**config.mk**
```make
export PLATFORM = sky130hd
export DESIGN_NAME = sync_fifo_flags
export DESIGN_NICKNAME = d
export VERILOG_FILES = /design/src/rtl/fifo_pkg.sv /design/src/rtl/fifo_ram.sv /design/src/rtl/sync_fifo_flags.sv
export SDC_FILE = /design/constraint.sdc
export NUM_CORES = 1
export LEC_CHECK = 0
export BUFFER_PORTS_ARGS = -buffer_cell sky130_fd_sc_hd__buf_2
export CORE_MARGIN = 1.5
export CORE_UTILIZATION = 42
export CTS_CLUSTER_SIZE = 10
export DETAILED_ROUTE_END_ITERATION = 10
export PLACE_DENSITY = 0.7
export REMOVE_ABC_BUFFERS = 1
export SYNTH_ARGS = -nofsm -noshare
export SYNTH_HDL_FRONTEND = slang
export SYNTH_SLANG_ARGS = --single-unit
```
**constraint.sdc**
```tcl
create_clock -name clk -period 5 [get_ports clk]
set_input_delay 0.5 -clock clk [delete_from_list [all_inputs] [get_ports clk]]
set_output_delay 0.5 -clock clk [all_outputs]
set_load 0.05 [all_outputs]
```
**src/rtl/fifo_pkg.sv**
```systemverilog
// Shared FIFO helpers: address-width function and error-flag bit positions.
package fifo_pkg;

    localparam int unsigned ERR_OVF = 0;
    localparam int unsigned ERR_UDF = 1;
    localparam int unsigned ERR_W   = 2;

    // Ceiling log2 for n >= 2; gives the pointer width for n entries.
    function automatic int unsigned clogb2(input int unsigned n);
        int unsigned r;
        r = 0;
        while ((32'd1 << r) < n) r = r + 1;
        return r;
    endfunction

endpackage

```
**src/rtl/fifo_ram.sv**
```systemverilog
// FIFO storage: one synchronous write port, one asynchronous read port, no reset.
module fifo_ram #(
    parameter int unsigned DW = 32,
    parameter int unsigned FD = 16,
    parameter int unsigned AW = 4
) (
    input  logic          clk,
    input  logic          we,
    input  logic [AW-1:0] waddr,
    input  logic [DW-1:0] wdata,
    input  logic [AW-1:0] raddr,
    output logic [DW-1:0] rdata
);

    logic [DW-1:0] mem [FD];

    always_ff @(posedge clk) begin
        if (we) mem[waddr] <= wdata;
    end

    assign rdata = mem[raddr];

endmodule

```
**src/rtl/sync_fifo_flags.sv**
```systemverilog
// Synchronous show-ahead FIFO with level, threshold flags and sticky error flags.
// Depth need not be a power of two; pointers wrap explicitly.
module sync_fifo_flags
    import fifo_pkg::*;
#(
    parameter int unsigned FD     = 16,
    parameter int unsigned DW     = 32,
    parameter int unsigned AF_LVL = FD - 2,
    parameter int unsigned AE_LVL = 2
) (
    input  logic                    clk,
    input  logic                    rst,
    input  logic                    clk_en,
    input  logic                    flush,
    input  logic [DW-1:0]           fifo_in,
    input  logic                    fifo_wr_en,
    input  logic                    fifo_rd_en,
    input  logic                    err_clr,
    output logic [DW-1:0]           fifo_out,
    output logic                    fifo_full,
    output logic                    fifo_empty,
    output logic                    fifo_afull,
    output logic                    fifo_aempty,
    output logic [clogb2(FD):0]     fifo_level,
    output logic                    fifo_ovf,
    output logic                    fifo_udf
);

    localparam int unsigned PW  = clogb2(FD);
    localparam int unsigned FCW = PW + 1;

    generate
        if (!(FD >= 2 && AE_LVL < AF_LVL && AF_LVL <= FD)) begin : g_param_err
            $error("sync_fifo_flags: need FD >= 2 and AE_LVL < AF_LVL <= FD");
        end
    endgenerate

    logic [PW-1:0]    wp, rp, wp_nxt, rp_nxt;
    logic [FCW-1:0]   level_nxt;
    logic [ERR_W-1:0] err, err_nxt;
    logic             wr_ok, rd_ok, ovf_set, udf_set;

    function automatic logic [PW-1:0] ptr_inc(input logic [PW-1:0] p);
        return (p == PW'(FD - 1)) ? '0 : p + PW'(1);
    endfunction

    // Acceptance decode uses only registered flags plus the request inputs.
    assign wr_ok   = clk_en & fifo_wr_en & (~fifo_full | fifo_rd_en);
    assign rd_ok   = clk_en & fifo_rd_en & ~fifo_empty;
    assign ovf_set = clk_en & fifo_wr_en & fifo_full & ~fifo_rd_en;
    assign udf_set = clk_en & fifo_rd_en & fifo_empty & ~fifo_wr_en;

    always_comb begin
        wp_nxt    = wp;
        rp_nxt    = rp;
        level_nxt = fifo_level;
        err_nxt   = err;
        if (clk_en) begin
            if (flush) begin
                wp_nxt    = '0;
                rp_nxt    = '0;
                level_nxt = '0;
                err_nxt   = '0;
            end else begin
                if (wr_ok) wp_nxt = ptr_inc(wp);
                if (rd_ok) rp_nxt = ptr_inc(rp);
                if (wr_ok && !rd_ok)      level_nxt = fifo_level + FCW'(1);
                else if (rd_ok && !wr_ok) level_nxt = fifo_level - FCW'(1);
                if (err_clr) err_nxt = '0;
                // A set condition in the same cycle overrides the clear.
                if (ovf_set) err_nxt[ERR_OVF] = 1'b1;
                if (udf_set) err_nxt[ERR_UDF] = 1'b1;
            end
        end
    end

    // Flags are registered alongside the level so they never see input paths.
    always_ff @(posedge clk or posedge rst) begin
        if (rst) begin
            wp          <= '0;
            rp          <= '0;
            fifo_level  <= '0;
            err         <= '0;
            fifo_full   <= 1'b0;
            fifo_empty  <= 1'b1;
            fifo_afull  <= (AF_LVL == 0);
            fifo_aempty <= 1'b1;
        end else begin
            wp          <= wp_nxt;
            rp          <= rp_nxt;
            fifo_level  <= level_nxt;
            err         <= err_nxt;
            fifo_full   <= (level_nxt == FCW'(FD));
            fifo_empty  <= (level_nxt == '0);
            fifo_afull  <= (level_nxt >= FCW'(AF_LVL));
            fifo_aempty <= (level_nxt <= FCW'(AE_LVL));
        end
    end

    assign fifo_ovf = err[ERR_OVF];
    assign fifo_udf = err[ERR_UDF];

    fifo_ram #(
        .DW (DW),
        .FD (FD),
        .AW (PW)
    ) u_ram (
        .clk   (clk),
        .we    (wr_ok & ~flush),
        .waddr (wp),
        .wdata (fifo_in),
        .raddr (rp),
        .rdata (fifo_out)
    );

endmodule
```
==> flow_summary.ini, run 1 <==
[status]
status = completed

[worst_setup_path]
critical-path-top-delay-family = multiplexers
slowest_delay_ns = 0.88
worst_setup_path_category = flip-flop to primary output
worst_setup_path_end_kind = primary output
critPathMaxFanout = 33
critical_path.n_buffers_inverters = 2
critical_path.most_common_cell = sky130_fd_sc_hd__mux4_2
path_cells = buf_4, mux4_2, mux4_2, buf_2
crit_path_start_kind = flip-flop
crit_required_ns = 4.50
max_stage_delay_cell_worst_path = sky130_fd_sc_hd__dfrtp_4
crit_arrival_ns = 3.30

[cts]
cts-root-buf = sky130_fd_sc_hd__clkbuf_16
post_cts_resized = 0
cts_tree = built
cts_hold_repair.buffers = 0
cts_made_buffers = 60
skew_pair_late_insertion_delay_ns = 0.61
path_clk_slew_ns = 0.06
cts_max_level = 2
cts_setup_buffers = 0
tritoncts_sinks = 531
cts_buffer_depth = 3

[drt]
drt_iter0_drc = 1041
antenna_left = 0
vias_per_cell = 5.752
number_of_iterations_in_the_first_detailed_routing_pass = 4
drc = 0
route.vias.total = 9330
routed_wirelength_microns = 42970
detail_route.wl_per_cell_microns = 26.49

[pwr]
vdd_ir_drop_max_mv = 0.2496
powerDensity_mw_per_mm2 = 442.9
power.share.switching_pct = 24.81
p_int_mw = 7.769
seqPwrFrac_pct = 49.1
power.switching_mw = 2.564
power.total_mw = 10.33
power.static_leakage_nw = 7.267
p_comb_share_pct = 13.8
p_clk_share_pct = 37.0

[flow_run]
cap_viol_max_count = 0

[timing]
timing.slew.headroom_pct = 26.63
rsz0062_at_grt = no
time_the_worst_path_needs_with_i_o_delays_and_setup_ns = 3.799
setup_viol = 0
post-route-period-util_pct = 75.98
achievable-frequency_mhz = 263.2
worst-slew-pin-transition_ns = 1.101
finClkSkew_ns = 0.01266
holdWs_ns = 0.03226
timing_max_transition_violations_final = 0
hold_viol_final = 0
timing.final.ws_setup_ns = 1.201

[synth]
synth_most_common_cell = sky130_fd_sc_hd__edfxtp_1
ys_async_sr_fraction_pct = 3.578
mappedNetlistArea_sq_mm = 0.02047
postSynthAreaPerCell_sq_um = 24.00
synthDominantAreaCellType = sky130_fd_sc_hd__edfxtp_1
yosysWarningCount = 0
yosys_register_bits = 531
netlist_top_cells_area = sky130_fd_sc_hd__edfxtp_1 75%, sky130_fd_sc_hd__mux4_2 18%, sky130_fd_sc_hd__dfrtp_1 2.1%, sky130_fd_sc_hd__buf_6 0.50%, sky130_fd_sc_hd__and2_1 0.43%
sequential_cell_area_fraction_in_the_yosys_report_pct = 77.45
synth_enable_flop_cells = 512
netlist_top_cells_count = 512 x sky130_fd_sc_hd__edfxtp_1, 160 x sky130_fd_sc_hd__mux4_2, 17 x sky130_fd_sc_hd__dfrtp_1
synthDominantCellAreaShare_pct = 75.11
synth-main-ff-cell = sky130_fd_sc_hd__edfxtp_1
synthesis.instances = 853
synthDistinctLibCells = 45

[global_route]
grt_pass1_vias = 9709
grt.total_usage_pct = 17.38
total_grt_overflow = 0
grt_max_degree = 57
antenna_found_initial = 3
first_pass_grt_wire_length_microns = 63690

[final_layout]
syn2layout_area_growth_pct = 13.98
layout.nets = 1026
layout-drive-gt1-share_pct = 35.98
design_area_sq_mm = 0.02333

[placed_design]
globalplace.congestion = 0.7545
dp_hpwl_microns = 23500
numPortBuffers = 81
placement.cell_area_sq_mm = 0.02166
dp_slack_ns = 1.649

[worst_hold_path]
min_path_type = input port to asynchronous set/reset pin

[die]
overall_die_width_microns = 223.8
coreArea_sq_mm = 0.04795
chipHeight_microns = 223.8
floorplan.die_area_sq_mm = 0.05007
floorplan.rows = 80
io-pin-count = 82
initial_core_util_pct = 42.69
-- worst register-to-register path: stages (launching register included) --
cell and delay [ns]:
sky130_fd_sc_hd__dfrtp_1 0.39, sky130_fd_sc_hd__nor2b_1 0.22, sky130_fd_sc_hd__nor3_1 0.50, sky130_fd_sc_hd__nand2b_1 0.24, sky130_fd_sc_hd__nor2_1 0.23, sky130_fd_sc_hd__and2_2 0.79, sky130_fd_sc_hd__buf_4 0.32
-- registers in the layout (all words and copies together) (netlist names) --
register / count
fifo_empty: 1
wp: 4
fifo_level: 5
fifo_afull: 1
fifo_aempty: 1
rp: 4
u_ram.mem: 512
err: 2
fifo_full: 1
-- cell usage in the layout (no fill, tap or decap), types with 2 or more instances in the layout --
master / netlist / layout
sky130_fd_sc_hd__edfxtp_1: 512 / 512
sky130_fd_sc_hd__mux4_2: 160 / 160
sky130_fd_sc_hd__buf_2: 10 / 81
sky130_fd_sc_hd__clkbuf_16: 0 / 61
sky130_fd_sc_hd__buf_4: 0 / 24
sky130_fd_sc_hd__clkbuf_1: 15 / 19
sky130_fd_sc_hd__dfrtp_1: 17 / 13
sky130_fd_sc_hd__and2_2: 0 / 12
sky130_fd_sc_hd__inv_1: 10 / 10
sky130_fd_sc_hd__nand2_1: 9 / 9
sky130_fd_sc_hd__nor2_1: 10 / 9
sky130_fd_sc_hd__o21ai_0: 7 / 7
sky130_fd_sc_hd__ha_1: 7 / 7
sky130_fd_sc_hd__nand3_1: 6 / 6
sky130_fd_sc_hd__a21oi_1: 6 / 6
sky130_fd_sc_hd__nor3_1: 5 / 5
sky130_fd_sc_hd__a211oi_1: 4 / 4
sky130_fd_sc_hd__clkinv_2: 0 / 4
sky130_fd_sc_hd__a32o_1: 3 / 3
sky130_fd_sc_hd__o21a_1: 3 / 3
sky130_fd_sc_hd__nor3_2: 3 / 3
sky130_fd_sc_hd__and3_2: 0 / 3
sky130_fd_sc_hd__nor2b_1: 2 / 2
sky130_fd_sc_hd__nand2b_1: 2 / 2
sky130_fd_sc_hd__a31oi_1: 2 / 2
sky130_fd_sc_hd__and2_1: 14 / 2
sky130_fd_sc_hd__nor4_1: 2 / 2
sky130_fd_sc_hd__nor4b_1: 2 / 2
sky130_fd_sc_hd__o22ai_1: 2 / 2
sky130_fd_sc_hd__inv_16: 0 / 2
sky130_fd_sc_hd__clkinv_1: 0 / 2
sky130_fd_sc_hd__dfstp_2: 2 / 2
sky130_fd_sc_hd__buf_12: 0 / 2
sky130_fd_sc_hd__dfrtp_4: 0 / 2
sky130_fd_sc_hd__dfrtp_2: 0 / 2
-- area by class of cell --
type / instances / area (sq um)
Fill cell: 3757 / 24620
Sequential cell: 531 / 15860
Multi-Input combinational cell: 270 / 4367
Clock buffer: 80 / 1598
Tap cell: 615 / 769.5
Timing Repair Buffer: 107 / 625.6
Clock inverter: 8 / 67.56
Inverter: 10 / 37.54
Antenna cell: 1 / 2.502
-- final timing paths --
| check | slack [ns] | endpoint | cells past startpoint | startpoint |
|---|---|---|---|---|
| min in group clk | 0.23 | err[1] | 3 | err_clr |
| setup reg to reg | 2.00 | u_ram.mem[0][10] | 6 | fifo_full |
| hold / removal | 0.03 | fifo_level[1] | 2 | rst |
| setup / recovery | 1.20 | fifo_out[11] | 4 | rp[0] |
| hold reg to reg | 0.56 | err[1] | 2 | err[1] |
| max in group asynchronous | 4.40 | rp[0] | 2 | rst |
-- power groups by stage --
stage          Sequential [mW]  Clock (mW)  Combinational, mW
2_1_floorplan             5.34           0               1.06
3_3_place_gp              5.17           0               1.43
3_5_place_dp              5.17           0               1.44
4_1_cts                   5.08        3.90               1.45
5_1_grt                   5.09        4.06               1.52
6_report                  5.08        3.83               1.43
-- logic make-up after synthesis --
logic type / count (synthesis) / share of synthesized area, %
AO/OA/AOI/OAI: 36 / 1.235
XOR/XNOR: 2 / 0.08560
adder cells (fa/ha/maj): 7 / 0.4279
buffers and inverters: 52 / 1.345
flip-flops: 531 / 77.45
multiplexers: 160 / 17.61
AND/OR/NAND/NOR: 65 / 1.852
-- per-stage QoR --
stage               utilization [%]  std cells  setup TNS [ns]
floorplan                         -        811          -61.17
global placement              45.18       1533               0
detailed placement            45.18       1533               0
CTS                           48.65       1621               0
global route                  48.65       1621               0
finish                        48.66       1622               0
-- per-layer routing --
| layer | up-vias | track usage (%) | share of wire [%] |
|---|---|---|---|
| met3 | 67 | 3.830 | 5.6 |
| met1 | 5061 | 24.29 | 43 |
| met2 | 290 | 27.99 | 50 |
| li1 | 3908 | - | - |
| met5 | - | 0 | 0.072 |
| met4 | 4 | 4.403 | 1.9 |
No activity file was read; power rests on OpenSTA's default activity.
==> inputs of run 2 (changes only) <==
Settings changed: PLACE_DENSITY 0.7 to 0.72.
Clock period 5 ns to 3.3 ns, I/O delays scaled along.
==> flow_summary.ini, run 2 (same netlist as run 1, synthesis figures left out) <==
[status]
status = completed

[timing]
time_the_worst_path_needs_with_i_o_delays_and_setup_ns = 3.150
achievable-frequency_mhz = 317.4
rsz0062_at_grt = no
post-route-period-util_pct = 95.46
holdWs_ns = 0.06630
timing.final.ws_setup_ns = 0.1497
setup_viol = 0
finClkSkew_ns = 0.03414
timing.slew.headroom_pct = 51.69
timing_max_transition_violations_final = 0
hold_viol_final = 0
worst-slew-pin-transition_ns = 0.7239

[drt]
drt_iter0_drc = 952
drc = 0
detail_route.wl_per_cell_microns = 26.56
route.vias.total = 9413
routed_wirelength_microns = 43480
vias_per_cell = 5.750
antenna_left = 0
number_of_iterations_in_the_first_detailed_routing_pass = 5

[worst_setup_path]
critPathMaxFanout = 24
worst_r2r_path_depth = 6
crit_arrival_ns = 2.82
setup_crit_start = rp[0]
worst_setup_path_category = flip-flop to primary output
crit_required_ns = 2.97
crit-reg2reg-capture = u_ram.mem[1][15]
worst_setup_path_end_kind = primary output
setup.worst_path.end = fifo_out[1]
crit_path_start_kind = flip-flop
regToRegSetupSlack_ns = 0.64
reg2reg_from = fifo_full

[cts]
cts_buffer_depth = 3
path_clk_slew_ns = 0.06
cts_max_level = 2
cts_tree = built
cts_made_buffers = 59
skew_pair_late_insertion_delay_ns = 0.63
tritoncts_sinks = 531
cts-root-buf = sky130_fd_sc_hd__clkbuf_16

[final_layout]
n_fill_cell = 3708
antenna_cells = 0
largest_reg_by_ff_count = u_ram.mem
layout-drive-gt1-share_pct = 36.50
layout.nets = 1040
sequential_cell_area_sq_mm = 0.01586
largest_register_ff_count = 512
reg.largest.list = u_ram.mem x512, fifo_level x5
finalNonFillerCells = 1637
final_common_cell = sky130_fd_sc_hd__edfxtp_1
multi_input_comb_area_sq_mm = 0.004367
syn2layout_area_growth_pct = 15.99
most-common-layout-cells = 512 x sky130_fd_sc_hd__edfxtp_1, 160 x sky130_fd_sc_hd__mux4_2, 81 x sky130_fd_sc_hd__buf_2, 60 x sky130_fd_sc_hd__clkbuf_16, 25 x sky130_fd_sc_hd__clkbuf_1

[die]
coreArea_sq_mm = 0.04795
floorplan.die_area_sq_mm = 0.05007
overall_die_width_microns = 223.8
initial_core_util_pct = 42.69
io-pin-count = 82
chipHeight_microns = 223.8
floorplan.rows = 80

[global_route]
grt_max_degree = 49
grt.total_usage_pct = 17.60
first_pass_grt_wire_length_microns = 63710
antenna_found_initial = 2
grt_pass1_vias = 9874
total_grt_overflow = 0

[placed_design]
dp_hpwl_microns = 22500
numPortBuffers = 81
globalplace.congestion = 0.7711
post-place-cells = 1542
dp_slack_ns = 0.5594

[pwr]
power.static_leakage_nw = 7.404
vdd_ir_drop_max_mv = 0.4839
powerDensity_mw_per_mm2 = 662.9

[flow_run]
cap_viol_max_count = 0

[worst_hold_path]
min_path_type = input port to flip-flop
## run 2: changes by cell type in the layout (fill, tap and decap cells not counted), moves of 2 or more
cell / change
sky130_fd_sc_hd__clkinv_2: -3
sky130_fd_sc_hd__clkinv_1: -2
sky130_fd_sc_hd__buf_4: -8
sky130_fd_sc_hd__inv_16: -2
sky130_fd_sc_hd__clkbuf_1: +6
sky130_fd_sc_hd__buf_12: +18
sky130_fd_sc_hd__buf_16: +3
## run 2: repair_timing
| action | in CTS | in global routing |
|---|---|---|
| pin swaps | 0 | 0 |
| cloned | 0 | 1 |
| hold buffers | 1 | 0 |
| endpoints found under the hold margin | 17 | 0 |
| buffers inserted | 0 | 4 |
| endpoints found under the setup margin | 2 | 22 |
| gates resized for setup | 0 | 2 |
## run 2: worst min-delay path by stage
stage	startpoint	endpoint	cells after the start
floorplan	rst	err[0]	1
detailed placement	rst	err[1]	2
global route	fifo_in[14]	u_ram.mem[2][14]	1
CTS	flush	err[0]	2
finish	fifo_in[17]	u_ram.mem[14][17]	1
global placement	rst	err[1]	2
## run 2: area by class of cell
class	instances	area share (%)
Sequential cell	531	66.82
Multi-Input combinational cell	270	18.39
Clock buffer	84	6.614
Timing Repair Buffer	122	4.395
Tap cell	615	3.241
Clock inverter	5	0.3795
Inverter	10	0.1581
## run 2: layer usage
layer / wire length (microns) / vias to the layer above / GRT usage (%)
li1: - / 3953 / -
met1: 17530 / 5012 / 23.56
met2: 21980 / 375 / 29.29
met3: 3068 / 69 / 3.437
met4: 877 / 4 / 5.536
met5: 20 / - / 0
## run 2: critical path, cell delays in order, from the launching register on
cell	delay, ns
sky130_fd_sc_hd__dfrtp_4	0.50
sky130_fd_sc_hd__buf_12	0.16
sky130_fd_sc_hd__buf_16	0.22
sky130_fd_sc_hd__mux4_2	0.54
sky130_fd_sc_hd__mux4_2	0.53
sky130_fd_sc_hd__buf_2	0.24
## run 2: stage by stage
step | utilization [%] | setup TNS, ns | area [sq um] | power [mW]
floorplan | - | -116.93 | 20230 | 9.699
global placement | 45.82 | 0 | 21970 | 10.01
detailed placement | 45.82 | 0 | 21970 | 10.04
CTS | 49.30 | -0.003488 | 23640 | 15.81
global route | 49.51 | 0 | 23740 | 16.26
finish | 49.51 | 0 | 23740 | 15.74
## run 2: power by group
group	switching (mW)	internal (mW)
combinational	1.31	1.03
clock	2.46	3.33
sequential	0.117	7.49
total	3.89	11.8
